--- config.mk ---
export PLATFORM = sky130hd
export DESIGN_NAME = mul_seq_ctrl
export DESIGN_NICKNAME = d
export VERILOG_FILES = /design/src/rtl/mul_seq_ctrl.sv
export SDC_FILE = /design/constraint.sdc
export NUM_CORES = 1
export LEC_CHECK = 0
export BUFFER_PORTS_ARGS = -buffer_cell sky130_fd_sc_hd__buf_4
export CORE_ASPECT_RATIO = 1.2
export CORE_MARGIN = 4
export CORE_UTILIZATION = 50
export CTS_CLUSTER_SIZE = 8
export DETAILED_ROUTE_END_ITERATION = 10
export GPL_TIMING_DRIVEN = 0
export PLACE_DENSITY = 0.78
export SLEW_MARGIN = 20
export SYNTH_ARGS = -nofsm -noshare
export SYNTH_HDL_FRONTEND = slang
export SYNTH_SLANG_ARGS = --single-unit
--- constraint.sdc ---
create_clock -name clk -period 8.1 [get_ports clk]
set_input_delay 2.43 -clock clk [delete_from_list [all_inputs] [get_ports clk]]
set_output_delay 2.43 -clock clk [all_outputs]
set_load 0.005 [all_outputs]
--- src/rtl/mul_seq_ctrl.sv ---
// Iterative shift-add multiplier sequencer for MUL/MULH/MULHSU/MULHU.
// Holds the pipeline via stall while iterating, then pulses done with the selected word.
module mul_seq_ctrl #(
  parameter int XLEN           = 32,
  parameter int BITS_PER_CYCLE = 1
) (
  input  logic            clk,
  input  logic            rst,
  input  logic            start,
  input  logic [1:0]      op,
  input  logic [XLEN-1:0] src1,
  input  logic [XLEN-1:0] src2,
  input  logic            flush,
  output logic            stall,
  output logic            done,
  output logic [XLEN-1:0] result
);

  localparam int B  = BITS_PER_CYCLE;
  localparam int N  = XLEN / BITS_PER_CYCLE;
  localparam int CW = $clog2(N + 1);

  typedef enum logic [1:0] {StIdle, StCalc, StFix, StDone} state_e;

  state_e              state;
  logic [CW-1:0]       cnt;
  logic [1:0]          op_q;
  logic                neg;
  logic [XLEN-1:0]     mcand;
  logic [XLEN-1:0]     mplier;
  logic [2*XLEN-1:0]   acc;

  logic                sign1;
  logic                sign2;
  logic [XLEN-1:0]     mag1;
  logic [XLEN-1:0]     mag2;
  logic [XLEN+B-1:0]   partial;
  logic [XLEN+B-1:0]   sum;
  logic [2*XLEN-1:0]   acc_next;
  logic [2*XLEN-1:0]   prod;

  always_comb begin
    // MUL low word is sign-independent, so only MULH/MULHSU treat src1 as signed
    sign1    = (op == 2'b01 || op == 2'b10) && src1[XLEN-1];
    sign2    = (op == 2'b01) && src2[XLEN-1];
    mag1     = sign1 ? -src1 : src1;
    mag2     = sign2 ? -src2 : src2;
    partial  = {{B{1'b0}}, mcand} * {{XLEN{1'b0}}, mplier[B-1:0]};
    sum      = {{B{1'b0}}, acc[2*XLEN-1:XLEN]} + partial;
    // Product grows in the upper half and shifts right as multiplier bits retire
    acc_next = {sum, acc[XLEN-1:B]};
    prod     = neg ? -acc : acc;
  end

  assign stall = !flush && ((state == StIdle && start) || state == StCalc || state == StFix);

  always_ff @(posedge clk or posedge rst) begin
    if (rst) begin
      state  <= StIdle;
      cnt    <= '0;
      op_q   <= '0;
      neg    <= 1'b0;
      mcand  <= '0;
      mplier <= '0;
      acc    <= '0;
      result <= '0;
      done   <= 1'b0;
    end else begin
      done <= 1'b0;
      unique case (state)
        StIdle: begin
          if (start && !flush) begin
            op_q   <= op;
            mcand  <= mag1;
            mplier <= mag2;
            neg    <= sign1 ^ sign2;
            cnt    <= CW'(N);
            acc    <= '0;
            state  <= StCalc;
          end
        end
        StCalc: begin
          if (flush) begin
            state <= StIdle;
          end else begin
            acc    <= acc_next;
            mplier <= mplier >> B;
            cnt    <= cnt - CW'(1);
            if (cnt == CW'(1)) state <= StFix;
          end
        end
        StFix: begin
          if (flush) begin
            state <= StIdle;
          end else begin
            result <= (op_q == 2'b00) ? prod[XLEN-1:0] : prod[2*XLEN-1:XLEN];
            done   <= 1'b1;
            state  <= StDone;
          end
        end
        StDone: state <= StIdle;
        default: state <= StIdle;
      endcase
    end
  end

endmodule

Yosys cells after proc, flatten, opt, wreduce, memory -nomap -nowiden
Cells that the tools add are included.
{"block": "op_classes", "add_sub_neg": 5, "bitwise_logic": 2, "n_mux": 20, "n_mul": 1, "n_eq_ne": 9, "reduce_logical": 16}
{"operator": "$mux W64", "n": 3}
{"operator": "$mux W32", "n": 5}
{"operator": "$pmux W64 S2", "n": 1}
{"operator": "$neg A32 Y32", "n": 2}
{"operator": "$neg A64 Y64", "n": 1}
{"operator": "$pmux W32 S2", "n": 1}
{"operator": "$add A32 B33 Y33", "n": 1}
{"operator": "$mul A32 B1 Y33", "n": 1}
{"operator": "$mux W6", "n": 2}
{"operator": "$pmux W6 S2", "n": 1}
{"operator": "$mux W2", "n": 4}
{"operator": "$pmux W2 S4", "n": 1}
{"operator": "$eq A2 B2 Y1 const B", "n": 3}
{"operator": "$eq A6 B1 Y1 const B", "n": 1}
{"operator": "$reduce_and A2 Y1", "n": 3}
{"operator": "$sub A6 B1 Y6 const B", "n": 1}
{"operator": "$logic_and A1 B1 Y1", "n": 5}
{"operator": "$eq A2 B1 Y1 const B", "n": 2}
{"operator": "$logic_not A2 Y1", "n": 2}
{"operator": "$logic_or A1 B1 Y1", "n": 3}
{"operator": "$ne A3 B2 Y1 const B", "n": 1}
{"operator": "$reduce_and A3 Y1", "n": 1}
{"operator": "$mux W1", "n": 2}
{"operator": "$ne A2 B1 Y1 const B", "n": 1}
{"operator": "other kinds (5)", "n": 5}
{"block": "totals", "elab_cells": 62, "reg_bits": 172}

Logic depth before layout (Yosys ltp)
{"block": "logic_depth", "depth_word": 5, "ltp_mapped": 13}

Worst setup path after synthesis
Ideal clock, no wire load.
{"block": "synth_path", "kind": "input to output", "from": "in start", "to": "out stall", "t_arrival_ps": 2659, "cell_stages": 2, "slack_ps": 3011, "path_cell_list": "o21bai_1 > a21oi_1"}
{"block": "synth_via", "elab_chain_len": 4}
{"item": "start, declared", "line_no": "9", "text": "input logic start,"}
{"item": "$logic_and A1 B1 Y1", "line_no": "55", "text": "assign stall = !flush && ((state == StIdle && start) || state == StCalc || state == StFix);"}
{"item": "$logic_or A1 B1 Y1 (2 in a row)", "line_no": "55"}
{"item": "$logic_and A1 B1 Y1", "line_no": "55"}
{"item": "end, declared", "line_no": "14", "text": "output logic stall,"}
Every way passes these cells.

Final worst setup path
Ends and elaborated chain as after synthesis.

==> impl_metrics.csv <==
group,metric,value,unit
clock_tree,clock_latency,0.45,ns
sta,max_freq,184.1,MHz
drt,detail_route.drc_violations,0,
floorplan,fp.dieW,145.4,um
critical_path,type_of_the_worst_setup_path,"in -> out",
sta,final.min_clock_period,5.431,ns
drt,vias_per_cell,5.990,
yosys,synth.lib_cells_used.distinct,63,
placement,total_placed_instance_area,0.01250,mm^2
yosys,asyncSetResetFlopFracSynth,100.0,%
final_layout,final_net_count,1589,
critical_path,list_of_cells_traversed_by_the_critical_path,"buf_4, o21bai_1, a21oi_1, buf_4",
critical_path,arrival,3.00,ns
sta,hold_violations,0,
power,power.leakage,5.833,nW
sta,slew_headroom,40.80,%
yosys,postSynthNetCount,1465,
placement,port_buffers,103,
sta,worst_skew,0.01299,ns
clock_tree,cts_num_sinks,172,
clock_tree,post_cts_resized,0,
yosys,ys.warnings.count,0,
final_layout,final_layout_size_suffix_gt1_share,10.58,%
grt,first_global_vias,10230,
grt,grt_start_max_net_pins,106,
clock_tree,cts_setup_buffers,0,
yosys,post_synth_instance_area,0.01133,mm^2
drt,ant_nets,0,
final_layout,final-instance-count-excl-fill,1772,
sta,grt_setup_unrepaired,"no",
floorplan,die-height,172.9,um
placement,dp_cells,1740,
placement,dp_hpwl,25090,um
clock_tree,cts.root.buffer_cell,"sky130_fd_sc_hd__clkbuf_16",
worst_hold_path,timing.hold.worst.class,"reg -> reg",
critical_path,cp_data_required_time,5.67,ns
critical_path,worst_path_most_repeated_cell,"sky130_fd_sc_hd__buf_4",
yosys,ys.flop_type,"sky130_fd_sc_hd__dfrtp_1",
clock_tree,cts_tree,"yes",
placement,gp_routability_congestion,0.9512,
sta,final-setup-viol-count,0,
clock_tree,htree_levels,4,
grt,number_of_antenna_violations_at_the_first_check_in_global_routing,0,
drt,detailroute.via_count,10610,
drt,dr.first_iter.drc_count,737,
clock_tree,clock_path_buffers,2,
drt,drtPass1Iterations,5,
floorplan,start_util,50.66,%
grt,grt.overflow.total,0,
clock_tree,cts_made_buffers,17,
power,power.density_cell_area,271.9,mW/mm^2
sta,slew_of_the_pin_with_the_lowest_slew_margin,0.8812,ns
critical_path,cp_slowest_stage_delay,0.17,ns
grt,grt_pass1_wl,52920,um
sta,report.final.slew_viol_count,0,
final_layout,antenna_cells_inserted,0,
critical_path,critical_path_peak_fanout,3,
grt,grt.total_usage,25.73,%
floorplan,rows,60,
yosys,synth-edff-count,0,
status,run_status,"finished clean",
final_layout,final_design_area_no_fill,0.01307,mm^2
critical_path,crit_path_top_delay_cell,"sky130_fd_sc_hd__o21bai_1",
floorplan,top_level_ports,104,
yosys,post_synth.cell_area_avg,8.358,um^2
yosys,synth_seq_cells,172,
sta,timing.final.crit_share,67.05,%
drt,wl_per_cell,18.37,um
power,vdd_drop_max,174.3,uV
floorplan,placeableCoreArea,0.02237,mm^2
run,cap_viol_max_count,0,
clock_tree,path_clk_slew,0.07,ns
clock_tree,hold_bufs_inserted_after_cts,0,
yosys,synth.yosys.seq_area_share,37.98,%
critical_path,endpoint_kind,"output port",
final_layout,syn2layout_area_growth,15.36,%
drt,detail_route.wirelength,32550,um
yosys,post_synth_inst_count,1356,
floorplan,dieArea,0.02515,mm^2
critical_path,critPathLaunchType,"input pin",
critical path: cells and delay by family:
| kind | cells | cell delay [ns] |
|---|---|---|
| AO/OA/AOI/OAI | 2 | 0.29 |
| buffers and inverters | 2 | 0.29 |
power breakdown:
part | switching [W] | total (W) | internal (W)
logic | 0.000896 | 0.00148 | 0.000582
clock network | 0.000377 | 0.000816 | 0.000439
registers | 0.000211 | 0.00126 | 0.00105
Yosys cell counts (3+ instances only):
library cell,n,area [um^2]
sky130_fd_sc_hd__a21boi_0,3,22.52
sky130_fd_sc_hd__a21o_1,8,60.06
sky130_fd_sc_hd__a21oi_1,99,495.5
sky130_fd_sc_hd__a22o_1,26,227.7
sky130_fd_sc_hd__a22oi_1,13,97.59
sky130_fd_sc_hd__a31oi_1,13,81.33
sky130_fd_sc_hd__and2_1,34,212.7
sky130_fd_sc_hd__and3_1,3,18.77
sky130_fd_sc_hd__buf_1,5,18.77
sky130_fd_sc_hd__buf_2,4,20.02
sky130_fd_sc_hd__clkbuf_1,58,217.7
sky130_fd_sc_hd__dfrtp_1,172,4304
sky130_fd_sc_hd__ha_1,38,475.5
sky130_fd_sc_hd__inv_1,28,105.1
sky130_fd_sc_hd__mux2i_1,6,60.06
sky130_fd_sc_hd__nand2_1,187,701.9
sky130_fd_sc_hd__nand2b_1,15,93.84
sky130_fd_sc_hd__nand3_1,30,150.1
sky130_fd_sc_hd__nand3b_1,5,37.54
sky130_fd_sc_hd__nand4_1,13,81.33
sky130_fd_sc_hd__nor2_1,86,322.8
sky130_fd_sc_hd__nor2b_1,9,56.30
sky130_fd_sc_hd__nor3_1,34,170.2
sky130_fd_sc_hd__nor3b_1,3,22.52
sky130_fd_sc_hd__nor4_1,19,118.9
sky130_fd_sc_hd__nor4b_1,6,52.55
sky130_fd_sc_hd__o2111ai_1,4,35.03
sky130_fd_sc_hd__o211ai_1,8,60.06
sky130_fd_sc_hd__o21ai_0,167,835.8
sky130_fd_sc_hd__o21ai_1,3,15.01
sky130_fd_sc_hd__o21bai_1,6,45.04
sky130_fd_sc_hd__o221ai_1,4,35.03
sky130_fd_sc_hd__o22ai_1,8,50.05
sky130_fd_sc_hd__o31ai_1,25,187.7
sky130_fd_sc_hd__o41ai_1,13,113.9
sky130_fd_sc_hd__or2_2,3,18.77
sky130_fd_sc_hd__or3_1,20,125.1
sky130_fd_sc_hd__or4_1,6,45.04
sky130_fd_sc_hd__xnor2_1,77,674.4
sky130_fd_sc_hd__xor2_1,66,578.1
layout by cell type, fill, tap and decap left out, types with 6 or more instances in the layout:
cell type / Yosys / final
sky130_fd_sc_hd__inv_1: 28 / 27
sky130_fd_sc_hd__a21oi_1: 99 / 99
sky130_fd_sc_hd__nand2b_1: 15 / 15
sky130_fd_sc_hd__a22oi_1: 13 / 13
sky130_fd_sc_hd__or4_1: 6 / 6
sky130_fd_sc_hd__o22ai_1: 8 / 8
sky130_fd_sc_hd__nand3_1: 30 / 30
sky130_fd_sc_hd__and2_1: 34 / 34
sky130_fd_sc_hd__mux2i_1: 6 / 6
sky130_fd_sc_hd__or3_1: 20 / 20
sky130_fd_sc_hd__clkbuf_1: 58 / 59
sky130_fd_sc_hd__buf_4: 0 / 103
sky130_fd_sc_hd__xnor2_1: 77 / 77
sky130_fd_sc_hd__nor2b_1: 9 / 9
sky130_fd_sc_hd__a21o_1: 8 / 8
sky130_fd_sc_hd__nand2_1: 187 / 187
sky130_fd_sc_hd__nor3_1: 34 / 34
sky130_fd_sc_hd__nand4_1: 13 / 13
sky130_fd_sc_hd__inv_6: 0 / 6
sky130_fd_sc_hd__clkbuf_16: 0 / 17
sky130_fd_sc_hd__o21ai_0: 167 / 167
sky130_fd_sc_hd__o21bai_1: 6 / 6
sky130_fd_sc_hd__o211ai_1: 8 / 8
sky130_fd_sc_hd__a22o_1: 26 / 26
sky130_fd_sc_hd__dfrtp_1: 172 / 172
sky130_fd_sc_hd__nor4_1: 19 / 19
sky130_fd_sc_hd__a31oi_1: 13 / 13
sky130_fd_sc_hd__o41ai_1: 13 / 13
sky130_fd_sc_hd__nor2_1: 86 / 86
sky130_fd_sc_hd__ha_1: 38 / 38
sky130_fd_sc_hd__o31ai_1: 25 / 25
sky130_fd_sc_hd__xor2_1: 66 / 66
final timing paths:
kind | start | end | slack [ns] | depth (start not counted)
max in group asynchronous | rst | mcand[8] | 5.23 | 3
max reg2reg | mplier[0] | acc[63] | 4.54 | 13
max | start | stall | 2.67 | 4
min | mcand[28] | mcand[28] | 0.47 | 2
min in group asynchronous | rst | acc[4] | 2.01 | 2
min reg2reg | mcand[28] | mcand[28] | 0.47 | 2
per-layer routing:
layer | vias up | GRT usage [%] | wire length (um)
met1 | 5009 | 33.50 | 13930
met2 | 390 | 43.42 | 15660
li1 | 5128 | - | -
met5 | - | 0 | 0
met3 | 87 | 3.408 | 1656
met4 | 0 | 10.61 | 1299
through the flow:
stage	power [W]	hold WS, ns	worst slack (ns)	utilization, %	TNS (ns)
2_1_floorplan	0.002245	0.4424	1.010	-	0
3_3_place_gp	0.002690	0.4540	-0.8106	55.68	-136.11
3_5_place_dp	0.002721	0.4631	2.673	55.88	0
4_1_cts	0.003532	0.4785	2.672	58.44	0
5_1_grt	0.003787	0.4959	2.636	58.44	0
6_report	0.003555	0.4730	2.669	58.44	0
flip-flops by register name (all words and copies together), names as in the netlist:
signal	cells
acc	64
cnt	6
done	1
mcand	32
mplier	32
neg	1
op_q	2
result	32
state	2
area by class of cell:
cell class,instances,area [um^2]
fill,2032,9298
multi-input combinational,1086,6648
sequential,172,4304
timing repair buffer,105,805.8
clock buffer,19,442.9
tap,279,349.1
buffer,70,282.8
clock inverter,13,128.9
inverter,28,112.6
cell families (layout without fill, tap and decap cells):
group	count (synthesis)	after routing	synth area share (%)
simple gates	482	482	20.41
compound gates	415	415	22.14
flops	172	172	37.98
xor+xnor	143	143	11.05
buf+inv	98	235	3.422
fa+ha+maj	39	39	4.372
mux	7	7	0.6293
Note: power is estimated with default switching activity, not from simulation.
